--- src/rtl/hazard_scoreboard_pkg.sv ---
`default_nettype none
// ============================================================================
// Module      : hazard_scoreboard_pkg
// Description : Shared types and constants for the hazard scoreboard. Holds
//               the shadow-pipeline slot record, the register-zero tag and the
//               default parameter values used by the top and its counter.
// Revision    : 1.0 - initial release
// ============================================================================
package hazard_scoreboard_pkg;

  // Architectural register 0 is hard-wired; it is never a live write tag.
  localparam logic [4:0] REG_ZERO = 5'd0;

  localparam int MULDIV_LAT_DEFAULT = 32;
  localparam int CNT_W_DEFAULT      = 6;

  // One shadow-pipeline slot: destination tag, write enable, load flag.
  typedef struct packed {
    logic [4:0] wa;
    logic       we;
    logic       load;
  } slot_t;

  localparam slot_t SLOT_EMPTY = '{wa: REG_ZERO, we: 1'b0, load: 1'b0};

  // Tag presented to the forwarding muxes: zero unless the slot writes.
  function automatic logic [4:0] live_tag(input slot_t s);
    return s.we ? s.wa : REG_ZERO;
  endfunction

endpackage : hazard_scoreboard_pkg
`default_nettype wire

--- src/rtl/hazard_scoreboard_muldiv_busy_ctr.sv ---
`default_nettype none
// ============================================================================
// Module      : muldiv_busy_ctr
// Description : Busy countdown for the HI/LO multiply/divide unit. Loads
//               MULDIV_LAT when a mult/div issues, otherwise counts down to
//               zero. Runs independently of pipeline freezes.
// Ports       : clk   - core clock, rising edge
//               rst_n - asynchronous active-low reset
//               load  - a mult/div issues this cycle
//               busy  - counter is nonzero
// Revision    : 1.0 - initial release
// ============================================================================
module muldiv_busy_ctr #(
  parameter int CNT_W      = 6,
  parameter int MULDIV_LAT = 32
) (
  input  logic clk,
  input  logic rst_n,
  input  logic load,
  output logic busy
);

  localparam logic [CNT_W-1:0] c_load_val = CNT_W'(MULDIV_LAT);

  logic [CNT_W-1:0] cnt_q;
  logic [CNT_W-1:0] cnt_d;

  // Load and decrement never coincide: a new mult/div cannot issue while
  // the counter is nonzero because the ID stage is stalled on it.
  always_comb begin
    cnt_d = cnt_q;
    if (load) begin
      cnt_d = c_load_val;
    end else if (cnt_q != '0) begin
      cnt_d = cnt_q - 1'b1;
    end
  end

  always_ff @(posedge clk or negedge rst_n) begin
    if (!rst_n) begin
      cnt_q <= '0;
    end else begin
      cnt_q <= cnt_d;
    end
  end

  assign busy = (cnt_q != '0);

endmodule : muldiv_busy_ctr
`default_nettype wire

--- src/rtl/hazard_scoreboard.sv ---
`default_nettype none
// ============================================================================
// Module      : hazard_scoreboard
// Description : Producer-side partner of the operand forwarding muxes. Shadows
//               destination tags through EX/MEM/WB, publishes them as the
//               ra_* tag buses, and raises stall/bubble controls for hazards
//               forwarding cannot cover (load-use, HI/LO mult/div busy).
// Ports       : clk, rst_n           - clock, async active-low reset
//               id_*                 - decoded fields of the ID instruction
//               flush                - redirect, kills the ID instruction
//               mem_stall            - data-memory wait, freezes the pipeline
//               stall_id, bubble_ex  - pipeline controls to IF/ID/EX
//               ra_ex/ra_mem/ra_wb   - live write tags (0 when no write)
//               ex_is_load           - EX slot holds a load
//               muldiv_busy          - mult/div unit busy
// Revision    : 1.0 - initial release
// ============================================================================
module hazard_scoreboard
  import hazard_scoreboard_pkg::*;
#(
  parameter int MULDIV_LAT = MULDIV_LAT_DEFAULT,
  parameter int CNT_W      = CNT_W_DEFAULT
) (
  input  logic       clk,
  input  logic       rst_n,
  input  logic       id_valid,
  input  logic [4:0] id_rs,
  input  logic [4:0] id_rt,
  input  logic       id_uses_rs,
  input  logic       id_uses_rt,
  input  logic [4:0] id_wa,
  input  logic       id_we,
  input  logic       id_is_load,
  input  logic       id_is_muldiv,
  input  logic       id_reads_hilo,
  input  logic       flush,
  input  logic       mem_stall,
  output logic       stall_id,
  output logic       bubble_ex,
  output logic [4:0] ra_ex,
  output logic [4:0] ra_mem,
  output logic [4:0] ra_wb,
  output logic       ex_is_load,
  output logic       muldiv_busy
);

  slot_t ex_q,  ex_d;
  slot_t mem_q, mem_d;
  slot_t wb_q,  wb_d;

  logic load_use;
  logic md_haz;
  logic issue;
  logic md_issue;
  logic busy;

  // Only a load still in EX is unforwardable; from MEM onward the data is
  // on the bypass network, so MEM/WB loads never stall.
  assign load_use = id_valid & ex_q.we & ex_q.load & (ex_q.wa != REG_ZERO) &
                    ((id_uses_rs & (id_rs == ex_q.wa)) |
                     (id_uses_rt & (id_rt == ex_q.wa)));

  assign md_haz   = id_valid & (id_is_muldiv | id_reads_hilo) & busy;

  assign stall_id  = load_use | md_haz | mem_stall;
  // While memory is stalled the slots hold, so no bubble is needed; a flush
  // arriving then is held by the branch unit until the stall drops.
  assign bubble_ex = (load_use | md_haz | flush) & ~mem_stall;

  assign issue    = id_valid & ~stall_id & ~flush;
  assign md_issue = issue & id_is_muldiv;

  always_comb begin
    ex_d  = ex_q;
    mem_d = mem_q;
    wb_d  = wb_q;
    if (!mem_stall) begin
      wb_d  = mem_q;
      mem_d = ex_q;
      if (bubble_ex || !id_valid) begin
        ex_d = SLOT_EMPTY;
      end else begin
        ex_d = '{wa: id_wa, we: id_we, load: id_is_load};
      end
    end
  end

  always_ff @(posedge clk or negedge rst_n) begin
    if (!rst_n) begin
      ex_q  <= SLOT_EMPTY;
      mem_q <= SLOT_EMPTY;
      wb_q  <= SLOT_EMPTY;
    end else begin
      ex_q  <= ex_d;
      mem_q <= mem_d;
      wb_q  <= wb_d;
    end
  end

  muldiv_busy_ctr #(
    .CNT_W      (CNT_W),
    .MULDIV_LAT (MULDIV_LAT)
  ) u_busy_ctr (
    .clk   (clk),
    .rst_n (rst_n),
    .load  (md_issue),
    .busy  (busy)
  );

  assign ra_ex       = live_tag(ex_q);
  assign ra_mem      = live_tag(mem_q);
  assign ra_wb       = live_tag(wb_q);
  assign ex_is_load  = ex_q.load;
  assign muldiv_busy = busy;

  // The WB load flag has no consumer; it is kept so every slot has the
  // same record shape.
  logic unused_wb_load;
  assign unused_wb_load = wb_q.load;

endmodule : hazard_scoreboard
`default_nettype wire

--- config.mk ---
export PLATFORM = sky130hd
export DESIGN_NAME = hazard_scoreboard
export DESIGN_NICKNAME = d
export VERILOG_FILES = /design/src/rtl/hazard_scoreboard_pkg.sv /design/src/rtl/hazard_scoreboard_muldiv_busy_ctr.sv /design/src/rtl/hazard_scoreboard.sv
export SDC_FILE = /design/constraint.sdc
export NUM_CORES = 1
export LEC_CHECK = 0
export ABC_AREA = 1
export BUFFER_PORTS_ARGS = -buffer_cell sky130_fd_sc_hd__buf_4
export CORE_ASPECT_RATIO = 0.6
export CORE_MARGIN = 3
export CORE_UTILIZATION = 46
export DETAILED_ROUTE_END_ITERATION = 10
export PLACE_DENSITY = 0.71
export SYNTH_ARGS = -nofsm -noshare
export SYNTH_HDL_FRONTEND = slang
export SYNTH_SLANG_ARGS = --single-unit
--- constraint.sdc ---
create_clock -name clk -period 1.63 [get_ports clk]
set_clock_uncertainty 0.1 [all_clocks]
set_input_delay 0.0815 -clock clk [delete_from_list [all_inputs] [get_ports clk]]
set_output_delay 0.0815 -clock clk [all_outputs]
set_load 0.03 [all_outputs]
# Word-level counts from Yosys, hierarchy flattened

Cells that the tools add are included.

Logic and storage cells: 42
Memories kept: 0
Flip-flop bits (word level): 25
Bits in latches: 0
Memory bits (writable): 0
Bits of input ports: 26
Memory bits (read-only): 0

Div/mod/pow operators: 0
Bitwise gates (word level): 20
$mul: 0
Equal/unequal tests: 2
Shifts and indexed selects: 0
Add/sub/neg operators: 1
Multiplexer cells: 6
Reductions and logical operators: 5
Order comparisons: 0

Operators with widths:

| kind                  | count |
|---|---|
| $mux W5               | 3 |
| $and A1 B1 Y1         | 12 |
| $mux W6               | 2 |
| $eq A5 B5 Y1          | 2 |
| $mux W7               | 1 |
| $reduce_bool A6 Y1    | 1 |
| $sub A6 B1 Y6 const B | 1 |
| $or A1 B1 Y1          | 5 |
| $reduce_bool A5 Y1    | 1 |
| $not A1 Y1            | 3 |
| $reduce_bool A2 Y1    | 1 |
| $logic_not A1 Y1      | 1 |
| $logic_or A1 B1 Y1    | 1 |

# Longest topological paths before layout

Gate-level depths: netlist of the first run.

Word-level depth: 11
Depth in mapped cells: 12
Mapped depth without buffers: 12

# Cells and area by module

Synthesis of the first run repeated with hierarchy kept, for this count alone.

Cells, all modules: 229
Area, all modules: 1527.7 sq um

Modules (own cells, without submodules):

| module            | cells an instance | area each (sq um) | seq. area each (sq um) | instances |
|---|---|---|---|---|
| hazard_scoreboard | 187               | 1186.1            | 475.5                  | 1 |
| muldiv_busy_ctr   | 42                | 341.6             | 150.1                  | 1 |

# Worst setup path before layout of the first run

OpenSTA, ideal clock, no wires.

Path type: register to output
From: reg u_busy_ctr.cnt_q[0]
To: out bubble_ex
Path buffers: 0
Data arrival time: 1450 ps
Slack: -2 ps
Stages on the path, launching flop included: 10
Path through: dfrtp_1 -> inv_1 -> ha_1 -> inv_1 -> nor2_1 -> nand2_4 -> o211ai_2 -> nand3_2 -> nand2_4 -> inv_1

Cells in the longest elaborated chain, start to end: 5

Ends and longest elaborated chain:

| what                       | RTL line                                | source |
|---|---|---|
| from (decl)                | hazard_scoreboard_muldiv_busy_ctr.sv:25 | `logic [CNT_W-1:0] cnt_q;` |
| from (signal assigned)     | hazard_scoreboard_muldiv_busy_ctr.sv:43 | `cnt_q <= cnt_d;` |
| $reduce_bool A6 Y1         | hazard_scoreboard_muldiv_busy_ctr.sv:47 | `assign busy = (cnt_q != '0);` |
| named net muldiv_busy      | hazard_scoreboard.sv:44                 | `output logic muldiv_busy` |
| $and A1 B1 Y1              | hazard_scoreboard.sv:63                 | `assign md_haz = id_valid & (id_is_muldiv \| id_reads_hilo) & busy;` |
| $or A1 B1 Y1 (2 in series) | hazard_scoreboard.sv:68                 | `assign bubble_ex = (load_use \| md_haz \| flush) & ~mem_stall;` |
| $and A1 B1 Y1              | hazard_scoreboard.sv:68                 |  |
| to (decl)                  | hazard_scoreboard.sv:39                 | `output logic bubble_ex,` |

The timed path passes the listed nets, and every way through them passes these cells.

# Worst setup path after layout of the first run

From: reg u_busy_ctr.cnt_q[3]
To: out stall_id

Cells in the longest elaborated chain, start to end: 4

Ends and longest elaborated chain:

| what                       | RTL line                                | source |
|---|---|---|
| $reduce_bool A6 Y1         | hazard_scoreboard_muldiv_busy_ctr.sv:47 |  |
| $and A1 B1 Y1              | hazard_scoreboard.sv:63                 |  |
| $or A1 B1 Y1 (2 in series) | hazard_scoreboard.sv:65                 | `assign stall_id = load_use \| md_haz \| mem_stall;` |
| to (decl)                  | hazard_scoreboard.sv:38                 | `output logic stall_id,` |

No other way between the ends.

==> results.txt, run 1 <==
CTS clk-pin slew, worst paths = 0.09 ns
Register area share after synthesis = 39.62%
Setup violators final = 7
Largest net degree at the start of global routing = 34
Hold slack = 0.01200 ns
Top-count cell post-synth = nand2_1
Ports = 45
CTS buffer count = 3
DR WL met2 = 1.570 mm
Antenna cell count = 0
Mapped Cells = 229
Synth Flop Type = dfrtp_1
Die Span X = 81.64 µm
HP Class = primary input to register
Top post-synthesis cells by area = dfrtp_1 (40%), nand2_1 (21%), inv_1 (12%)
Commonest cells in the netlist = nand2_1 (88), inv_1 (50), dfrtp_1 (25)
Post-synth EDFFs = 0
Startpoint Class = register
Total length of routed wires = 3.812 mm
Syn Std Cell Area = 0.001579 mm²
TritonRoute pass-1 iters = 4
P&R area growth vs syn = 37.32%
Die ar. = 0.004194 mm²
Register bit total from synthesis = 25
Critical path class = register to primary output
Synth Area in Compound Gates = 4.834%
Simple-Gate Fraction of Synth Area = 36.13%
Delay-heaviest family, CP = simple AND/OR/NAND/NOR gates
Post-synthesis mux area share = 0%
Hold Violations, Final = 0
Vias per inst = 4.543
Total global-route track usage = 19.80%
Violated checks = negative setup slack
Slowest CP cell = dfrtp_1
Period utilization = 110.7%
Crit Path Max Fanout = 2
Post-Synth Adder-Cell Area = 1.585%
Nets = 315
Vias after detailed routing = 1,490
Max Slew Vio Count = 0
Vias in the first global route = 1,353
Worst EP required = 1.45 ns
Peak supply drop = 888.6 µV
Routed met3 length = 243 µm
Initial Util = 51.62%
Max-Cap Viols = 0
Clock latency on the worst-skew pair = 0.27 ns
Yosys top cell by area = dfrtp_1
H-tree depth = 1
Final ANT Viol Nets = 0
Sink Count = 25
Place WS = 0.03644 ns
Non-filler instance count after layout = 328
Leak Pwr = 0.001336 µW
Syn nets = 257
Fin crit period = 1.805 ns
Avg Cell Area, Syn = 6.895 µm²
Wire per inst = 11.62 µm
Initial antenna violation count = 0
Slew headroom = 77.74%
Uppermost layer routed = met4
Status = complete, but fails checks
Cell breakdown of the critical path = or2_4 -> nor2_4 -> nand2_4 -> o211ai_4 -> nand2_2 -> nor2_4 -> inv_1 -> buf_6
# rows = 15
Hpwl dp = 2.676 mm
Share of the synthesized area in the top cell type = 39.62%
Clk root buf = clkbuf_8
DR iter-0 viols = 80
Global route overflow = 0
Post-synth cell types = 21
Routability cong. = 0.8215
Maximum clock path buffer count = 2
Upper clock frequency limit = 0.5541 GHz
Worst Max-Slew Pin Slew = 0.3339 ns
TritonCTS clock tree = built
Length of routed wiring on met1 = 1.989 mm
Die height = 51.38 µm
Worst path max stage delay = 0.40 ns
XOR/XNOR share of the synthesized area = 1.664%
Port Buffers = 44
YS warnings = 0
Core area = 0.003059 mm²
Layout cells sized above 1 = 35.31%
Worst path buffer plus inverter count = 2
# DRC = 0
Crit. End Element = primary output
Dpl cells = 312
Largest family of logic cells by synthesized area = simple AND/OR/NAND/NOR gates
Most used cell along the critical path = nor2_4
Pwr Density = 929.5 mW/mm²
Critical Path AT = 1.62 ns
Share of flip-flops with an asynchronous set or reset = 100.0%
Unrepaired setup endpoints after global routing = yes
PnR worst setup slack = -0.1746 ns
First-pass GRT wire length = 6.285 mm
repair_timing:
action / in CTS / in global routing
pin swaps: 3 / 16
resized for setup: 9 / 25
endpoints found under the setup margin: 2 / 13
hold buffers: 2 / 0
cloned: 0 / 0
setup buffers: 6 / 6
endpoints found under the hold margin: 26 / 0
layer usage:
layer / GRT usage [%] / vias to the layer above
met5: 0 / -
met4: 4.144 / 0
met3: 4.225 / 2
met2: 27.70 / 42
met1: 30.87 / 665
li1: - / 781
worst min-delay path, cell delays in order:
cell and delay, ns:
buf_4 0.11, inv_1 0.04, nor2_1 0.04, nand3_2 0.06, nand2_1 0.04
cells in the final DEF (no fill, tap or decap):
master / netlist / layout
nand2_1: 88 / 81
buf_4: 4 / 51
inv_1: 50 / 44
dfrtp_1: 25 / 21
nor2_1: 19 / 16
o21ai_0: 11 / 11
inv_2: 3 / 8
nand3_2: 8 / 8
nand2_2: 1 / 7
buf_6: 1 / 6
nor2_4: 1 / 4
dfrtp_2: 0 / 4
nand2_4: 2 / 3
nand3_1: 3 / 3
nand4_1: 3 / 3
xor2_1: 3 / 3
clkbuf_8: 0 / 3
dlygate4sd3_1: 0 / 2
or2_4: 1 / 1
inv_4: 0 / 1
nor2_2: 1 / 1
o211ai_4: 0 / 1
o21ai_2: 1 / 1
ha_4: 0 / 1
ha_1: 2 / 1
clkinvlp_4: 0 / 1
final timing paths:
check,start,end,slack [ns],cells after the start
worst max-delay path,u_busy_ctr.cnt_q[3]$_DFFE_PN0P_,stall_id,-0.17,8
worst min-delay path,id_wa[4],ex_q[6]$_DFFE_PN0N_,0.01,5
worst max register to register,ex_q[2]$_DFFE_PN0N_,ex_q[5]$_DFFE_PN0N_,-0.08,12
min in group asynchronous,rst_n,wb_q[2]$_DFFE_PN0N_,0.14,2
max in group asynchronous,rst_n,ex_q[2]$_DFFE_PN0N_,1.02,2
worst min register to register,wb_q[4]$_DFFE_PN0N_,wb_q[4]$_DFFE_PN0N_,0.39,2
cell families after synthesis:
| kind of cell | Yosys count |
|---|---|
| adders and majority gates | 2 |
| buffers and inverters | 59 |
| DFF | 25 |
| and+or+nand+nor | 127 |
| AOI/OAI and AO/OA | 13 |
| xor gates and xnor gates | 3 |
layout make-up:
type	count	area (µm²)
flip-flops and latches	25	630.6
repair buffers	59	470.5
clock inverters	1	7.507
clock buffers	3	41.29
fillers	276	890.9
multi-input cells	145	764.5
inverters	53	201.4
well taps	42	52.55
report_power, final:
part / leakage [µW] / switching [µW] / total [µW] / internal (µW)
clock network: 0.0000217 / 209 / 382 / 173
registers: 0.000317 / 97.8 / 837 / 739
logic: 0.000997 / 424 / 796 / 372
total: 0.00134 / 731 / 2020 / 1280
per-stage QoR:
| stage | power (µW) | util (%) | TNS [ns] | cell area, µm² |
|---|---|---|---|---|
| floorplan | 1257 | - | 0 | 1582 |
| global placement | 1454 | 63.11 | 0 | 1931 |
| detailed placement | 1462 | 63.11 | 0 | 1931 |
| CTS | 1916 | 67.69 | -0.4122 | 2071 |
| global route | 2173 | 70.88 | -1.586 | 2168 |
| finish | 2016 | 70.88 | -0.6793 | 2168 |
flip-flops by register name, summed over array words and instances, names as in the netlist:
name              cells
ex_q                  6
mem_q                 6
u_busy_ctr.cnt_q      6
wb_q                  6
ex_is_load            1
No activity file was read; power rests on OpenSTA's default activity.
==> run 2, diff against run 1 <==
--- a/config.mk
+++ b/config.mk
@@ -7,11 +7,14 @@
 export LEC_CHECK = 0
 export ABC_AREA = 1
 export BUFFER_PORTS_ARGS = -buffer_cell sky130_fd_sc_hd__buf_4
+export CAP_MARGIN = 5
 export CORE_ASPECT_RATIO = 0.6
 export CORE_MARGIN = 3
 export CORE_UTILIZATION = 46
 export DETAILED_ROUTE_END_ITERATION = 10
+export MAX_ROUTING_LAYER = met4
 export PLACE_DENSITY = 0.71
+export SLEW_MARGIN = 20
 export SYNTH_ARGS = -nofsm -noshare
 export SYNTH_HDL_FRONTEND = slang
 export SYNTH_SLANG_ARGS = --single-unit
==> results.txt, run 2 (synthesized netlist as in run 1, its figures left out) <==
# rows = 15 (unchanged)
Port Buffers = 44 (unchanged)
Unrepaired setup endpoints after global routing = yes (unchanged)
Status = complete, but fails checks (unchanged)
CTS buffer count = 3 (unchanged)
Most frequent cells in the layout = nand2_1 (81), buf_4 (51), inv_1 (44) (unchanged)
Fin area = 0.002168 mm² (unchanged)
Final ANT Viol Nets = 0 (unchanged)
Nets = 315 (unchanged)
Cell breakdown of the critical path = or2_4 -> nor2_4 -> nand2_4 -> o211ai_4 -> nand2_2 -> nor2_4 -> inv_1 -> buf_6 (unchanged)
TritonRoute pass-1 iters = 4 (unchanged)
Global route overflow = 0 (unchanged)
Crit Path Max Fanout = 2 (unchanged)
Hold slack = 0.01226 ns (was 0.01200 ns)
Combinational Power Share = 39.5% (about the same)
Worst EP required = 1.45 ns (about the same)
Internal = 1285 µW (about the same)
CTS clk-pin slew, worst paths = 0.09 ns (about the same)
Worst Max-Slew Pin Slew = 0.3269 ns (was 0.3339 ns)
Clock latency on the worst-skew pair = 0.27 ns (about the same)
Peak supply drop = 887.7 µV (was 888.6 µV)
# DRC = 0 (unchanged)
Most common cell after layout, fill and taps aside = nand2_1 (unchanged)
Max Slew Vio Count = 0 (unchanged)
Initial Util = 51.62% (unchanged)
Dpl cell area = 0.001931 mm² (unchanged)
Hold path depth = 5 (unchanged)
Tot Pwr = 2012 µW (was 2016 µW)
Vias in the first global route = 1,354 (was 1,353)
Hold path start = id_wa[4] (unchanged)
Slew headroom = 78.21% (was 77.74%)
Period utilization = 110.4% (was 110.7%)
Reg2Reg Setup Slack = -0.08 ns (about the same)
Total length of routed wires = 3.787 mm (was 3.812 mm)
H-tree depth = 1 (unchanged)
Sink Count = 25 (unchanged)
Place WS = 0.03644 ns (unchanged)
Critical path class = register to primary output (unchanged)
PnR worst setup slack = -0.1702 ns (was -0.1746 ns)
Core area = 0.003059 mm² (unchanged)
Fin crit period = 1.800 ns (was 1.805 ns)
Hpwl dp = 2.676 mm (unchanged)
Setup violators final = 7 (unchanged)
Total global-route track usage = 20.33% (was 19.80%)
DR iter-0 viols = 86 (was 80)
Ports = 45 (unchanged)
Routability cong. = 0.8338 (was 0.8215)
Wire per inst = 11.55 µm (was 11.62 µm)
Vias after detailed routing = 1,490 (unchanged)
Antenna cell count = 0 (unchanged)
Die height = 51.38 µm (unchanged)
Sequential power share = 41.6% (was 41.5%)
Hold Violations, Final = 0 (unchanged)
Net Switching = 727.9 µW (was 730.6 µW)
TritonCTS clock tree = built (unchanged)
Maximum clock path buffer count = 2 (unchanged)
Vias per inst = 4.543 (unchanged)
Initial antenna violation count = 0 (unchanged)
R2r startpoint = ex_q[2]$_DFFE_PN0N_ (unchanged)
Worst path max stage delay = 0.40 ns (about the same)
First-pass GRT wire length = 6.279 mm (was 6.285 mm)
Layout cells sized above 1 = 35.31% (unchanged)
Largest net degree at the start of global routing = 34 (unchanged)
Clock Power Share = 18.9% (was 19.0%)
Switch share = 36.17% (was 36.25%)
Pwr Density = 928.1 mW/mm² (was 929.5 mW/mm²)
Violated checks = negative setup slack (unchanged)
Clk root buf = clkbuf_8 (unchanged)
Hold EP = ex_q[6]$_DFFE_PN0N_ (unchanged)
Critical Path AT = 1.62 ns (about the same)
Slowest CP cell = dfrtp_1 (unchanged)
Leak Pwr = 0.001336 µW (unchanged)
Crit. End Element = primary output (unchanged)
Most used cell along the critical path = nor2_4 (unchanged)
Upper clock frequency limit = 0.5555 GHz (was 0.5541 GHz)
Max-Cap Viols = 0 (unchanged)
Die ar. = 0.004194 mm² (unchanged)
Startpoint Class = register (unchanged)
Cells on worst reg2reg path = 12 (unchanged)
HP Class = primary input to register (unchanged)
P&R area growth vs syn = 37.32% (unchanged)
Die Span X = 81.64 µm (unchanged)
RR Endpoint = ex_q[5]$_DFFE_PN0N_ (unchanged)
## run 2: cell counts in the layout (fill, tap and decap cells not counted)
Identical to the previous run, type by type.
## run 2: what timing repair did
item,4_1_cts,5_1_grt
gates resized for setup,9,25
pin swaps,3,16
hold buffers,2,0
endpoints found under the setup margin,2,13
buffers inserted,6,6
cloned,0,0
hold endpoints to repair,26,0
## run 2: critical path, delay by kind of cell (launching register included)
kind,cells,cell delay [ns]
AND/OR/NAND/NOR,5,0.69
AO/OA/AOI/OAI,1,0.08
buffers and inverters,2,0.19
flip-flops,1,0.40
## run 2: area by class of cell
| class | instances | area, µm² |
|---|---|---|
| Tap cell | 42 | 52.55 |
| Inverter | 53 | 201.4 |
| Fill cell | 276 | 890.9 |
| Clock inverter | 1 | 7.507 |
| Sequential cell | 25 | 630.6 |
| Multi-Input combinational cell | 145 | 764.5 |
| Timing Repair Buffer | 59 | 470.5 |
| Clock buffer | 3 | 41.29 |
## run 2: through the flow
step	TNS, ns	util, %	std cells
final	-0.6708	70.88	328
after global routing	-1.586	70.88	328
after CTS	-0.4122	67.69	324
after detailed placement	0	63.11	312
after global placement	0	63.11	312
after floorplan	0	-	229
## run 2: power by group through the flow
stage | clock network, µW | logic [µW] | registers [µW]
finish | 380 | 796 | 837
floorplan | 0 | 437 | 820
detailed placement | 0 | 626 | 835
global route | 421 | 901 | 851
global placement | 0 | 621 | 833
CTS | 394 | 694 | 828
## run 2: worst max-delay path by stage
stage,start,endpoint
2_1_floorplan,u_busy_ctr.cnt_q[0]$_DFFE_PN0P_,bubble_ex
3_3_place_gp,ex_q[2]$_DFFE_PN0N_,bubble_ex
3_5_place_dp,u_busy_ctr.cnt_q[1]$_DFFE_PN0P_,bubble_ex
4_1_cts,u_busy_ctr.cnt_q[2]$_DFFE_PN0P_,stall_id
5_1_grt,u_busy_ctr.cnt_q[0]$_DFFE_PN0P_,stall_id
6_report,u_busy_ctr.cnt_q[3]$_DFFE_PN0P_,stall_id
## run 2: metal layers
metal  share of wire [%]  wire length (µm)  track usage (%)  vias to the layer above
li1                    -                 -                -                      783
met1                  51              1948            30.87                      665
met2                  42              1592            27.70                       40
met3                 6.2               236            4.225                        2
met4                0.24                 9            4.144                        0
met5                   0                 0                -                        -
